==> src/rtl/codec_cfg_scheduler.sv <==
// ----------------------------------------------------------------------------
// codec_cfg_scheduler
//   Issues the codec boot configuration (11-word ROM) to a downstream I2C write
//   engine, then serves runtime register-write requests. Every word is retried
//   on NACK or timeout up to MAX_RETRY times, and each completed attempt is
//   followed by GAP_CYCLES idle cycles.
//
// Ports
//   i_clk, i_rst_n            clock, async active-low reset
//   i_start                   request (re)start of the boot sequence
//   i_req_valid/i_req_data    runtime write request {7b addr, 9b value}
//   o_req_ready               request accepted when high with i_req_valid
//   o_wr_start/o_wr_data      one-cycle command + word to the write engine
//   i_wr_done/i_wr_ack_ok     engine completion pulse and ACK status
//   o_busy/o_init_done/o_error  status (all registered)
// ----------------------------------------------------------------------------
module codec_cfg_scheduler #(
    parameter int MAX_RETRY      = 3,
    parameter int GAP_CYCLES     = 4,
    parameter int TIMEOUT_CYCLES = 65535
) (
    input  logic        i_clk,
    input  logic        i_rst_n,
    input  logic        i_start,
    input  logic        i_req_valid,
    input  logic [15:0] i_req_data,
    output logic        o_req_ready,
    output logic        o_wr_start,
    output logic [15:0] o_wr_data,
    input  logic        i_wr_done,
    input  logic        i_wr_ack_ok,
    output logic        o_busy,
    output logic        o_init_done,
    output logic        o_error
);

    localparam logic [2:0] S_IDLE       = 3'd0;
    localparam logic [2:0] S_INIT_ISSUE = 3'd1;
    localparam logic [2:0] S_INIT_WAIT  = 3'd2;
    localparam logic [2:0] S_GAP        = 3'd3;
    localparam logic [2:0] S_RUN_IDLE   = 3'd4;
    localparam logic [2:0] S_RUN_ISSUE  = 3'd5;
    localparam logic [2:0] S_RUN_WAIT   = 3'd6;
    localparam logic [2:0] S_ERROR      = 3'd7;

    localparam logic [3:0] ROM_LEN = 4'd11;

    function automatic logic [15:0] rom_word(input logic [3:0] idx);
        case (idx)
            4'd0:    rom_word = 16'h1E00;
            4'd1:    rom_word = 16'h0097;
            4'd2:    rom_word = 16'h0297;
            4'd3:    rom_word = 16'h0479;
            4'd4:    rom_word = 16'h0679;
            4'd5:    rom_word = 16'h0815;
            4'd6:    rom_word = 16'h0A00;
            4'd7:    rom_word = 16'h0C00;
            4'd8:    rom_word = 16'h0E42;
            4'd9:    rom_word = 16'h1019;
            4'd10:   rom_word = 16'h1201;
            default: rom_word = 16'h0000;
        endcase
    endfunction

    logic [2:0]  state, state_nxt;
    logic [3:0]  rom_idx;
    logic [7:0]  retry_cnt;
    logic [15:0] wait_cnt;
    logic [7:0]  gap_cnt;
    logic        in_run;     // current word is a runtime request, not boot ROM
    logic        last_ok;    // outcome of the attempt that started this GAP
    logic [15:0] req_word;

    logic        start_seq, accept, wr_ok, wr_fail, timeout;
    logic [15:0] issue_word;

    assign timeout = (wait_cnt == 16'(TIMEOUT_CYCLES - 1));

    always_comb begin
        state_nxt = state;
        start_seq = 1'b0;
        accept    = 1'b0;
        wr_ok     = 1'b0;
        wr_fail   = 1'b0;
        case (state)
            S_IDLE:       if (i_start) start_seq = 1'b1;
            S_INIT_ISSUE: state_nxt = S_INIT_WAIT;
            S_RUN_ISSUE:  state_nxt = S_RUN_WAIT;
            S_INIT_WAIT, S_RUN_WAIT: begin
                if (i_wr_done && i_wr_ack_ok) begin
                    wr_ok     = 1'b1;
                    state_nxt = S_GAP;
                end else if (i_wr_done || timeout) begin
                    wr_fail   = 1'b1;
                    state_nxt = (retry_cnt == 8'(MAX_RETRY)) ? S_ERROR : S_GAP;
                end
            end
            S_GAP: begin
                if (gap_cnt == 8'(GAP_CYCLES - 1)) begin
                    if (in_run)
                        state_nxt = last_ok ? S_RUN_IDLE : S_RUN_ISSUE;
                    else if (rom_idx == ROM_LEN)
                        state_nxt = S_RUN_IDLE;
                    else
                        state_nxt = S_INIT_ISSUE;
                end
            end
            S_RUN_IDLE: begin
                if (i_start) begin
                    start_seq = 1'b1;
                end else if (i_req_valid) begin
                    accept    = 1'b1;
                    state_nxt = S_RUN_ISSUE;
                end
            end
            S_ERROR:      if (i_start) start_seq = 1'b1;
            default:      state_nxt = S_IDLE;
        endcase
        if (start_seq) state_nxt = S_INIT_ISSUE;
    end

    // Word presented on the next ISSUE; a restart always begins at ROM entry 0.
    always_comb begin
        issue_word = o_wr_data;
        if (state_nxt == S_INIT_ISSUE)
            issue_word = start_seq ? rom_word(4'd0) : rom_word(rom_idx);
        else if (state_nxt == S_RUN_ISSUE)
            issue_word = accept ? i_req_data : req_word;
    end

    always_ff @(posedge i_clk or negedge i_rst_n) begin
        if (!i_rst_n) begin
            state       <= S_IDLE;
            rom_idx     <= '0;
            retry_cnt   <= '0;
            wait_cnt    <= '0;
            gap_cnt     <= '0;
            in_run      <= 1'b0;
            last_ok     <= 1'b0;
            req_word    <= '0;
            o_wr_start  <= 1'b0;
            o_wr_data   <= '0;
            o_req_ready <= 1'b0;
            o_busy      <= 1'b0;
            o_init_done <= 1'b0;
            o_error     <= 1'b0;
        end else begin
            state <= state_nxt;

            // Outputs are registered copies of what the next state implies.
            o_wr_start  <= (state_nxt == S_INIT_ISSUE) || (state_nxt == S_RUN_ISSUE);
            o_req_ready <= (state_nxt == S_RUN_IDLE);
            o_busy      <= (state_nxt == S_INIT_ISSUE) || (state_nxt == S_INIT_WAIT) ||
                           (state_nxt == S_GAP) || (state_nxt == S_RUN_ISSUE) ||
                           (state_nxt == S_RUN_WAIT);
            o_wr_data   <= issue_word;

            if (start_seq) begin
                rom_idx     <= '0;
                retry_cnt   <= '0;
                in_run      <= 1'b0;
                o_init_done <= 1'b0;
                o_error     <= 1'b0;
            end

            if (accept) begin
                req_word  <= i_req_data;
                in_run    <= 1'b1;
                retry_cnt <= '0;
            end

            if ((state == S_INIT_ISSUE) || (state == S_RUN_ISSUE))
                wait_cnt <= '0;
            else if ((state == S_INIT_WAIT) || (state == S_RUN_WAIT))
                wait_cnt <= wait_cnt + 16'd1;

            if (state == S_GAP)
                gap_cnt <= gap_cnt + 8'd1;

            if (wr_ok) begin
                last_ok   <= 1'b1;
                retry_cnt <= '0;
                gap_cnt   <= '0;
                if (!in_run) rom_idx <= rom_idx + 4'd1;
            end

            if (wr_fail) begin
                last_ok <= 1'b0;
                gap_cnt <= '0;
                if (retry_cnt != 8'(MAX_RETRY)) retry_cnt <= retry_cnt + 8'd1;
                else                            o_error   <= 1'b1;
            end

            if ((state == S_GAP) && (state_nxt == S_RUN_IDLE) && !in_run)
                o_init_done <= 1'b1;
        end
    end

endmodule
==> config.mk <==
export PLATFORM = sky130hd
export DESIGN_NAME = codec_cfg_scheduler
export DESIGN_NICKNAME = d
export VERILOG_FILES = /design/src/rtl/codec_cfg_scheduler.sv
export SDC_FILE = /design/constraint.sdc
export NUM_CORES = 1
export LEC_CHECK = 0
export CORE_MARGIN = 1.5
export CORE_UTILIZATION = 57
export CTS_CLUSTER_DIAMETER = 80
export DETAILED_ROUTE_END_ITERATION = 6
export MAX_ROUTING_LAYER = met4
export PLACE_DENSITY = 0.8
export REMOVE_ABC_BUFFERS = 1
export SLEW_MARGIN = 5
export SYNTH_ARGS = -nofsm -noshare
export SYNTH_HDL_FRONTEND = slang
export SYNTH_SLANG_ARGS = --single-unit
==> constraint.sdc <==
create_clock -name i_clk -period 2.65 [get_ports i_clk]
set_input_delay 0.265 -clock i_clk [delete_from_list [all_inputs] [get_ports i_clk]]
set_output_delay 0.265 -clock i_clk [all_outputs]
set_load 0.005 [all_outputs]
# ---- Word-level counts from Yosys, hierarchy flattened
# Memories as Yosys holds them, arrays and structs flattened.
# Index checks and enable logic that the tools add are counted.
dict set report word_totals {
  regBits 78
  romBits 192
  output_inout_bits 21
  memories 1
}
# name words word_bits read_ports rd_clocked_by_memory_dff write_ports line_no
set memory_table {}
lappend memory_table {{(no name shown)} 16 12 1 0 0 49} ;# case (idx)
dict set report op_classes {
  add_sub_neg 4
  eq_ne 18
  muxes 46
  reduce_logical 21
}
# cell n
set ops {}
lappend ops {{$mux W16} 6}
lappend ops {{$mux W8} 8}
lappend ops {{$mux W3} 9}
lappend ops {{$eq A3 B3 Y1 const B} 7}
lappend ops {{$mux W1} 19}
lappend ops {{$add A16 B1 Y16 const B} 1}
lappend ops {{$add A8 B1 Y8 const B} 2}
lappend ops {{$eq A16 B16 Y1 const B} 1}
lappend ops {{$eq A8 B2 Y1 const B} 2}
lappend ops {{$pmux W3 S5} 1}
lappend ops {{$eq A3 B2 Y1 const B} 4}
lappend ops {{$mux W4} 3}
lappend ops {{$reduce_bool A2 Y1} 5}
lappend ops {{$logic_or A1 B1 Y1} 8}
lappend ops {{$ne A8 B2 Y1 const B} 1}
lappend ops {{$eq A3 B1 Y1 const B} 2}
lappend ops {{$add A4 B1 Y4 const B} 1}
lappend ops {{$eq A4 B4 Y1 const B} 1}
lappend ops {{$logic_and A1 B1 Y1} 3}
lappend ops {{$logic_not A3 Y1} 1}
lappend ops {{$reduce_bool A3 Y1} 1}
lappend ops {{$reduce_or A3 Y1} 1}
lappend ops {{$reduce_or A2 Y1} 1}
lappend ops {{$logic_not A1 Y1} 1}

# ---- Logic depth before layout (Yosys ltp)
# Gate-level depths: netlist of run 1.
dict set report depth {
  depth_word 11
  ltp_mapped 11
  ltp_nobuf 9
}

# ---- Least setup slack after synthesis of run 1
# No wires, ideal clock.
dict set report synth_timing {
  kind {register to register}
  startpoint {register gap_cnt[0]}
  endpoint {register o_wr_data[4]}
  arrival_ns 2.288
  required_time_ns 2.524
  slack_ns 0.236
  stages_incl_launch_ff 10
  path_buffers 1
  period_less_slack_ns 2.414
  path_cell_list {dfrtp_1 -> ha_1 -> or3b_2 -> o31a_1 -> a22o_1 -> nor3_2 -> inv_2 -> buf_6 -> and4_1 -> a221o_1}
}
dict set report synth_via {
  elab_chain_len 6
  word_cells_on_any_way 8
  cone_classes {3 x eq/ne; 4 x mux; 1 x reduce/logical}
}
# element line_no
set synth_rtl {}
lappend synth_rtl {{start: declaration} 69} ;# logic [7:0] gap_cnt;
lappend synth_rtl {{start signal: assignment} 178} ;# gap_cnt <= gap_cnt + 8'd1;
lappend synth_rtl {{$eq A8 B2 Y1 (*)} 99} ;# if (gap_cnt == 8'(GAP_CYCLES - 1)) begin
lappend synth_rtl {{$mux W3 (*)} 99}
lappend synth_rtl {{$pmux W3 S5 (*)} 85} ;# case (state)
lappend synth_rtl {{$mux W3 (*)} 119} ;# if (start_seq) state_nxt = S_INIT_ISSUE;
lappend synth_rtl {{net state_nxt[0]} 65} ;# logic [2:0] state, state_nxt;
lappend synth_rtl {{$eq A3 B1 Y1 or $eq A3 B3 Y1 (tied branches)} {125, 127}}
lappend synth_rtl {{$mux W16 or $reduce_bool A2 Y1 (tied branches)} n/a}
lappend synth_rtl {{end signal: assignment} 156} ;# o_wr_data <= issue_word;
lappend synth_rtl {{end: declaration} 29} ;# output logic [15:0] o_wr_data,
# Mark *: on every way through the listed nets, which the timed path passes. The rest lies on a longest branch.
# A chain may end at the register's enable or synchronous reset.

# ---- Final worst setup path of run 1
dict set report layout_timing {
  startpoint {register gap_cnt[1]}
  endpoint {register o_wr_data[3]}
}
dict set report layout_via {
  elab_chain_len 6
  word_cells_on_any_way 8
  cone_classes {3 x eq/ne; 4 x mux; 1 x reduce/logical}
}
# element line_no
set layout_rtl {}
lappend layout_rtl {{$eq A8 B2 Y1 (*)} 99}
lappend layout_rtl {{$mux W3 (*)} 99}
lappend layout_rtl {{$pmux W3 S5 (*)} 85}
lappend layout_rtl {{$mux W3 (*)} 119}
lappend layout_rtl {{$eq A3 B1 Y1 or $eq A3 B3 Y1 (tied branches)} {125, 127}}
lappend layout_rtl {{$mux W16 or $reduce_bool A2 Y1 (tied branches)} n/a}
# Every way passes the cells marked *; elsewhere a longest branch is shown, timed or not.

==> flow_summary.ini, run 1 <==
[status]
status = completed

[yosys]
yosys.area.top_type = dfrtp_1
synth_top_area_share_pct = 47.7
async_flop_share_pct = 100
syn-cell-area_mm2 = 0.00409
synth_seq_cells = 78
yosys_warnings = 0
ys_types = 58
syn_area_per_cell_um2 = 9.89
ys.flop_type = dfrtp_1
synthTopCellsByArea = dfrtp_1 48%, mux2_2 4.4%, ha_1 4.0%, nor2_1 3.9%, o21ai_0 3.7%
syn_inst = 414
ys_seq_area_share_pct = 47.7
synth_edf_count = 0

[pwr]
finalPower_mw = 5.53
pwr_density_cell_mw_per_mm2 = 1130
ir_drop_mv = 0.693
p_leak_nw = 2.16

[clock_network]
clk_path_buf_depth = 2
cts.clk_slew.worst_paths_ns = 0.08
clock-sinks = 78
htree_levels = 3
numCtsBuffers = 9
clk_latency_ns = 0.36
cts_tree = done
root_buffer = clkbuf_8

[die]
dieArea_mm2 = 0.00770
initial_core_util_pct = 59.6
core-area_mm2 = 0.00687
ioPinCount = 43
die_h_um = 87.7
die_w_um = 87.7
std_cell_rows = 30

[cells_and_area]
final_cell_mix = 78 x dfrtp_1, 43 x nor2_1, 41 x clkdlybuf4s50_1, 38 x nand2_1, 29 x o21ai_0
final_common_cell = dfrtp_1
drive_gt1_share_pct = 13.3
antenna_cells = 0
syn_to_final_growth_pct = 20.1
nNetsFinal = 496

[placed_design]
dpl.hpwl_um = 6200
io_buffers = 42
routabilityCongestion = 0.909

[timing]
maxSlewViolCount = 0
fmax_mhz = 392
fin_crit_ns = 2.55
setup_violations = 0
relSlewSlack_pct = 36.3
tightest_slew_ns = 0.956
fin_setup_tns_ns = 0
fin_skew_ns = 0.00900
hold_violations = 0
rsz0062_at_grt = true
post-route-period-util_pct = 96.4

[routing]
drtPass1Iterations = 5
ant_nets = 0
drtIter0Drc = 229
detail_route.wl_per_cell_um = 15.5
drc = 0
routed-via-count = 3259
viasPerCell = 5.80
routed_wl_um = 8730

[worst_setup_path]
worstSetupPathType = flop to flop
crit_required_ns = 2.89
rrSetupSlack_ns = 0.1
rr_worst_depth = 7
startpoint_type = flop
worstPathArrival_ns = 2.79
cp-end-kind = flop
critical_path_peak_fanout = 5

[grt]
grt_max_degree = 79
grt-ovfl-total = 0
track_usage_pct = 25.5
grt_pass1_vias = 3035
antenna_found_initial = 0
grt_pass1_wl_um = 14700

[run]
maxCapViolations = 0

[min_path]
min_path_type = input port to async pin
==> per-stage QoR <==
| step | hold slack [ns] | instance area [um2] | util (%) | instances | worst slack (ns) |
|---|---|---|---|---|---|
| detailed placement | 0.464 | 4620 | 67.3 | 544 | 0.0578 |
| global placement | 0.460 | 4620 | 67.3 | 544 | 0.118 |
| finish | 0.0465 | 4920 | 71.6 | 562 | 0.0967 |
| floorplan | -0.0306 | 3990 | - | 394 | -0.320 |
| global route | 0.158 | 4920 | 71.6 | 562 | -0.00964 |
| CTS | 0.106 | 4870 | 70.8 | 560 | 0.0355 |
==> final cells by class <==
cell class | count | area, um2
clock buffer | 9 | 124
clock inverter | 7 | 121
fill | 504 | 1950
inverter | 18 | 70.1
multi-input combinational | 298 | 2010
sequential | 78 | 1950
tap | 96 | 120
timing repair buffer | 56 | 523
==> sequential cells by signal, summed over array words and instances (netlist names) <==
signal / flops
gap_cnt: 8
last_ok: 1
o_wr_data: 16
retry_cnt: 8
rom_idx: 4
o_init_done: 1
o_busy: 1
in_run: 1
wait_cnt: 16
req_word: 16
o_req_ready: 1
state: 3
o_wr_start: 1
o_error: 1
==> cell usage after synthesis, types with 5 or more instances <==
| master | count |
|---|---|
| clkbuf_1 | 12 |
| mux2i_1 | 8 |
| nand4_1 | 17 |
| dfrtp_1 | 78 |
| ha_1 | 13 |
| o21ai_0 | 30 |
| a21oi_1 | 12 |
| nand2_1 | 38 |
| xnor2_1 | 5 |
| and2_1 | 5 |
| nand3_1 | 18 |
| xor2_1 | 15 |
| nor3_1 | 5 |
| mux2_2 | 16 |
| nor2_1 | 43 |
| a221o_1 | 5 |
| inv_1 | 17 |
| and4_1 | 5 |
==> worst paths after layout <==
path,to,startpoint
max in group asynchronous,state[2]$_DFF_PN0_,i_rst_n
worst max register to register,o_wr_data[3]$_DFFE_PN0P_,gap_cnt[1]$_DFFE_PN0P_
min in group i_clk,retry_cnt[7]$_DFF_PN0_,retry_cnt[7]$_DFF_PN0_
worst max-delay path,o_wr_data[3]$_DFFE_PN0P_,gap_cnt[1]$_DFFE_PN0P_
worst min-delay path,wait_cnt[5]$_DFFE_PN0P_,i_rst_n
worst min register to register,retry_cnt[7]$_DFF_PN0_,retry_cnt[7]$_DFF_PN0_
==> power by group <==
part           leakage, nW  switching, mW  internal [mW]
logic                 1.02           1.50           1.14
registers             1.02          0.252           1.56
clock network        0.124          0.451          0.630
==> logic make-up after synthesis <==
| logic type | count (synthesis) | synth area share [%] |
|---|---|---|
| flops | 78 | 47.7 |
| buf+inv | 38 | 4.10 |
| xor+xnor | 20 | 4.28 |
| mux | 24 | 6.36 |
| fa+ha+maj | 13 | 3.97 |
| compound gates | 83 | 14.2 |
| simple gates | 158 | 19.4 |
==> routing by layer <==
layer / part of all wire (%) / wire length, um / vias up / global-route usage [%]
met5: 0 / 0 / - / -
met4: 1.5 / 129 / 0 / 8.66
met3: 5.4 / 469 / 11 / 3.30
met2: 45 / 3890 / 94 / 36.5
met1: 49 / 4240 / 1582 / 37.5
li1: - / - / 1572 / -
==> timing repair <==
item                                    4_1_cts  5_1_grt
hold buffers                                  0        0
setup buffers                                 0        2
resized for setup                             0        9
hold endpoints to repair                      0        0
endpoints found under the setup margin        0       15
==> worst max-delay path, stage by stage, from the launching register on <==
cell and delay (ns):
dfrtp_1 0.40, ha_2 0.23, or3b_2 0.50, o31a_1 0.26, a22o_1 0.29, o32ai_4 0.29
a21oi_1 0.15, a221o_1 0.32
Note: power is estimated with default switching activity, not from simulation.
==> run 2, diff against run 1 <==
- CORE_UTILIZATION: 57 -> 50
- MAX_ROUTING_LAYER: met4 -> unset
- PLACE_DENSITY: 0.8 -> 0.72
==> run 2 against run 1 <==
  * Fmax is 2.0% lower
  * Core utilization down 8.2 points
  * Die area rose by 14%
  * Largest cell class unchanged
  * Sequential share of layout area is 0.26 points lower
  * Sequential power hardly changed
  * Hold slack better by 0.0063 ns
  * Via count shrank 0.46%
  * Clock power about the same
  * Setup slack got worse by 0.051 ns
==> flow_summary.ini, run 2 (same netlist as run 1, synthesis figures left out) <==
[cells_and_area]
nNetsFinal = 501
final_common_cell = dfrtp_1
fin_util_pct = 63.4
drive_gt1_share_pct = 13.6
syn_to_final_growth_pct = 20.9
antenna_cells = 0
top_regs = o_wr_data (16), req_word (16), wait_cnt (16)
final_cell_mix = 78 x dfrtp_1, 43 x nor2_1, 41 x clkdlybuf4s50_1, 38 x nand2_1, 29 x o21ai_0
instances_no_fill = 573

[timing]
fin_setup_tns_ns = 0
hold_violations = 0
setup_violations = 0
tightest_slew_ns = 0.956
maxSlewViolCount = 0
fin_crit_ns = 2.60
relSlewSlack_pct = 36.3
fin_skew_ns = 0.0135
post-route-period-util_pct = 98.3
fmax_mhz = 384
fin_ws_ns = 0.0454

[routing]
routed-via-count = 3244
routed_wl_um = 8860
drc = 0
ant_nets = 0
drtIter0Drc = 178
detail_route.wl_per_cell_um = 15.5
viasPerCell = 5.66
drtPass1Iterations = 4

[worst_setup_path]
worstSetupPathType = flop to flop
rr_worst_depth = 7
crit_required_ns = 2.87
path_cells = or4_4 -> o31a_1 -> a22o_1 -> o32ai_4 -> a21oi_1 -> buf_4 -> a221o_1
cp_top_family = compound AO/OA/AOI/OAI gates
path_buf_inv = 1
startpoint_type = flop
slowest_delay_ns = 0.58
cp_num_cells = 7
slowest_stage = or4_4
cp-end-kind = flop
worstPathArrival_ns = 2.83
critical_path_peak_fanout = 5

[placed_design]
routabilityCongestion = 0.835
io_buffers = 42
dpl.hpwl_um = 6210
post-place-ws_ns = 0.0513
dpl.cell_count = 555

[clock_network]
clk_latency_ns = 0.34
cts_tree = done
htree_levels = 3
cts.clk_slew.worst_paths_ns = 0.08
cts_hold_buf = 0
numCtsBuffers = 9
clock-sinks = 78
clk_path_buf_depth = 2
root_buffer = clkbuf_8

[die]
std_cell_rows = 32
core-area_mm2 = 0.00781
ioPinCount = 43
die_h_um = 93.5
dieArea_mm2 = 0.00874
initial_core_util_pct = 52.4
die_w_um = 93.5

[grt]
grt_max_degree = 79
grt_pass1_vias = 3106
met3_usage_pct = 3.25
grt_busiest_layer = met2
grt-ovfl-total = 0
grt_pass1_wl_um = 14500
use_met2_pct = 31.9
antenna_found_initial = 0
grt.met1_usage_pct = 30.6
track_usage_pct = 21.2

[status]
status = completed

[min_path]
min_path_type = input port to async pin

[run]
maxCapViolations = 0

[pwr]
p_leak_nw = 2.18
ir_drop_mv = 0.451
pwr_density_cell_mw_per_mm2 = 1130
run 2: worst register-to-register path: cells and delay by family, from the launching register on:
family / cells / cell delay [ns]
AOI/OAI and AO/OA: 5 / 1.31
buffers and inverters: 1 / 0.18
DFF: 1 / 0.42
and+or+nand+nor: 1 / 0.58
run 2: final cells by class:
| cell class | count | area (um2) |
|---|---|---|
| inverters | 18 | 67.6 |
| repair buffers | 61 | 562 |
| fillers | 667 | 2860 |
| multi-input cells | 298 | 2000 |
| clock inverters | 5 | 106 |
| clock buffers | 11 | 131 |
| flip-flops and latches | 78 | 1950 |
| well taps | 102 | 128 |
run 2: power breakdown:
part           total [mW]  leakage (nW)  internal, mW  switching [mW]
registers            1.81          1.02          1.56           0.255
logic                2.71          1.05          1.19            1.51
clock network        1.06         0.114         0.630           0.427
total                5.57          2.18          3.38            2.20
run 2: metrics by stage:
| stage | total power [mW] | hold slack (ns) | area (um2) |
|---|---|---|---|
| 6_report | 5.57 | 0.0528 | 4950 |
| 5_1_grt | 5.96 | 0.151 | 4950 |
| 4_1_cts | 5.44 | 0.104 | 4900 |
| 3_5_place_dp | 4.36 | 0.477 | 4670 |
| 3_3_place_gp | 4.26 | 0.468 | 4670 |
| 2_1_floorplan | 3.42 | -0.0306 | 3990 |
run 2: worst paths after layout:
kind	endpoint	slack, ns	from
worst max-delay path	o_wr_data[6]$_DFFE_PN0P_	0.05	gap_cnt[4]$_DFFE_PN0P_
worst min-delay path	req_word[13]$_DFF_PN0_	0.05	i_rst_n
worst max register to register	o_wr_data[6]$_DFFE_PN0P_	0.05	gap_cnt[4]$_DFFE_PN0P_
worst min register to register	o_wr_data[7]$_DFFE_PN0P_	0.50	o_wr_data[7]$_DFFE_PN0P_
max in group asynchronous	o_busy$_DFF_PN0_	1.96	i_rst_n
min in group i_clk	o_wr_data[7]$_DFFE_PN0P_	0.50	o_wr_data[7]$_DFFE_PN0P_
run 2: timing repair:
| item | CTS | global route |
|---|---|---|
| resized for setup | 0 | 8 |
| endpoints found under the setup margin | 0 | 12 |
| buffers inserted | 0 | 1 |
run 2: metal layers:
layer,vias to the layer above,wire length [um]
met5,-,0
met4,0,95
met2,64,4120
met1,1598,4350
li1,1574,-
met3,8,286
==> run 3, diff against run 2 <==
- CELL_PAD_IN_SITES_DETAIL_PLACEMENT: unset -> 0
- CELL_PAD_IN_SITES_GLOBAL_PLACEMENT: unset -> 2
- CORE_UTILIZATION: 50 -> 39
- PLACE_DENSITY: 0.72 -> unset
- PLACE_DENSITY_LB_ADDON: unset -> 0.1
- clock period: 2.65 -> 3.4 ns (I/O delays scaled with it)
==> run 3 against run 2 <==
  * Highest routed layer unchanged
  * Critical path type unchanged
  * First-iteration DRC count increased by 2.2%
  * Global-route usage is 2.8 points lower
  * Count of clock-buffer cells in the layout shrank 1
  * Cell area down 2.7%
  * Largest cell class unchanged
  * Wire length is 6.0% higher
==> flow_summary.ini, run 3 (same netlist as run 1, synthesis figures left out) <==
[pwr]
p_switching_mw = 1.65
internal_power_mw = 2.37
p_sw_share_pct = 41.0
pwr_density_cell_mw_per_mm2 = 835
power_frac_seq_pct = 35.1
ir_drop_mv = 0.360
pwr-share-comb_pct = 47.4
p_leak_nw = 2.09
p_clk_share_pct = 17.5

[die]
die_h_um = 105
dieArea_mm2 = 0.0111
initial_core_util_pct = 40.0
core-area_mm2 = 0.0102
ioPinCount = 43
std_cell_rows = 37
die_w_um = 105

[grt]
grt_max_degree = 79
track_usage_pct = 18.4
antenna_found_initial = 0
grt_pass1_wl_um = 16000
grt-ovfl-total = 0
grt_pass1_vias = 3089

[clock_network]
clk_latency_ns = 0.35
cts_setup_buffers = 0
clock-sinks = 78
root_buffer = clkbuf_8
clk_path_buf_depth = 2
cts.clk_slew.worst_paths_ns = 0.08
numCtsBuffers = 9
cts_tree = done
cts_repair_resize_count = 0
cts_hold_buf = 0
htree_levels = 3

[worst_setup_path]
crit_required_ns = 3.64
cp-end-kind = flop
critical_path_peak_fanout = 10
path_cells = ha_1 -> or3b_2 -> o31a_1 -> a22o_1 -> o32ai_2 -> inv_1 -> o221a_1
worstPathArrival_ns = 3.21
slowest_stage = o32ai_2
slowest_delay_ns = 0.61
worstSetupPathType = flop to flop
startpoint_type = flop

[run]
maxCapViolations = 0

[cells_and_area]
top_regs = o_wr_data (16), req_word (16), wait_cnt (16)
antenna_cells = 0
syn_to_final_growth_pct = 17.7
fin_util_pct = 47.1
nNetsFinal = 487
drive_gt1_share_pct = 10.5
final_cell_mix = 78 x dfrtp_1, 43 x nor2_1, 41 x clkdlybuf4s50_1, 38 x nand2_1, 30 x o21ai_0
final_common_cell = dfrtp_1

[min_path]
min_path_type = input port to async pin

[routing]
drtIter0Drc = 182
routed_wl_um = 9390
drc = 0
drtPass1Iterations = 5
detail_route.wl_per_cell_um = 15.9
ant_nets = 0
viasPerCell = 5.32
routed-via-count = 3151

[timing]
hold_violations = 0
fin_setup_tns_ns = 0
relSlewSlack_pct = 34.8
maxSlewViolCount = 0
post-route-period-util_pct = 87.3
fin_crit_ns = 2.97
hold_slack_ns = 0.132
setup_violations = 0
fmax_mhz = 337
fin_skew_ns = 0.00889
rsz0062_at_grt = false
tightest_slew_ns = 0.978

[placed_design]
routabilityCongestion = 0.813
dpl.hpwl_um = 6610
io_buffers = 42

[status]
status = completed
run 3: cell count changes in the layout (fill, tap and decap cells not counted), moves of 2 or more:
| cell | delta |
|---|---|
| bufinv_16 | -2 |
| clkinv_4 | +2 |
| clkbuf_1 | -2 |
| buf_4 | -12 |
| ha_2 | -3 |
| ha_1 | +3 |
run 3: worst paths after layout:
path,slack (ns),cells after the start,from,end
worst max-delay path,0.43,7,gap_cnt[0]$_DFFE_PN0P_,o_wr_data[12]$_DFFE_PN0P_
worst min-delay path,0.13,1,i_rst_n,wait_cnt[10]$_DFFE_PN0P_
worst max register to register,0.43,7,gap_cnt[0]$_DFFE_PN0P_,o_wr_data[12]$_DFFE_PN0P_
worst min register to register,0.47,1,retry_cnt[7]$_DFF_PN0_,retry_cnt[7]$_DFF_PN0_
max in group asynchronous,2.63,1,i_rst_n,req_word[10]$_DFF_PN0_
min in group i_clk,0.47,1,retry_cnt[7]$_DFF_PN0_,retry_cnt[7]$_DFF_PN0_
run 3: critical path, delay by kind of cell (launching register included):
kind / cells / cell delay, ns
AOI/OAI and AO/OA: 4 / 1.44
adders and majority gates: 1 / 0.24
buffers and inverters: 1 / 0.26
DFF: 1 / 0.41
and+or+nand+nor: 1 / 0.51
run 3: layout make-up:
type	count	area, um2
Sequential cell	78	1950
Tap cell	136	170
Clock buffer	10	138
Clock inverter	5	60.1
Multi-Input combinational cell	298	1970
Timing Repair Buffer	47	455
Inverter	18	67.6
Fill cell	989	5420
run 3: metal layers:
layer  part of all wire [%]  wire length, um  track usage [%]
met2                     45             4220             27.5
met4                    1.3              120             7.05
met3                    2.4              227             2.97
met1                     51             4820             26.5
met5                      0                0                0
run 3: metrics by stage:
stage	setup WS, ns	std cells	instance area [um2]	power (mW)
2_1_floorplan	0.430	394	3990	2.66
3_3_place_gp	0.533	577	4620	3.32
3_5_place_dp	0.446	577	4620	3.33
4_1_cts	0.451	592	4820	4.06
5_1_grt	0.233	592	4820	4.37
6_report	0.432	592	4820	4.02
run 3: power groups by stage:
stage,combinational (mW),sequential [mW],clock (mW)
after floorplan,1.28,1.39,0
after global placement,1.90,1.42,0
after detailed placement,1.91,1.43,0
after CTS,1.91,1.41,0.729
after global routing,2.15,1.45,0.769
final,1.91,1.41,0.702
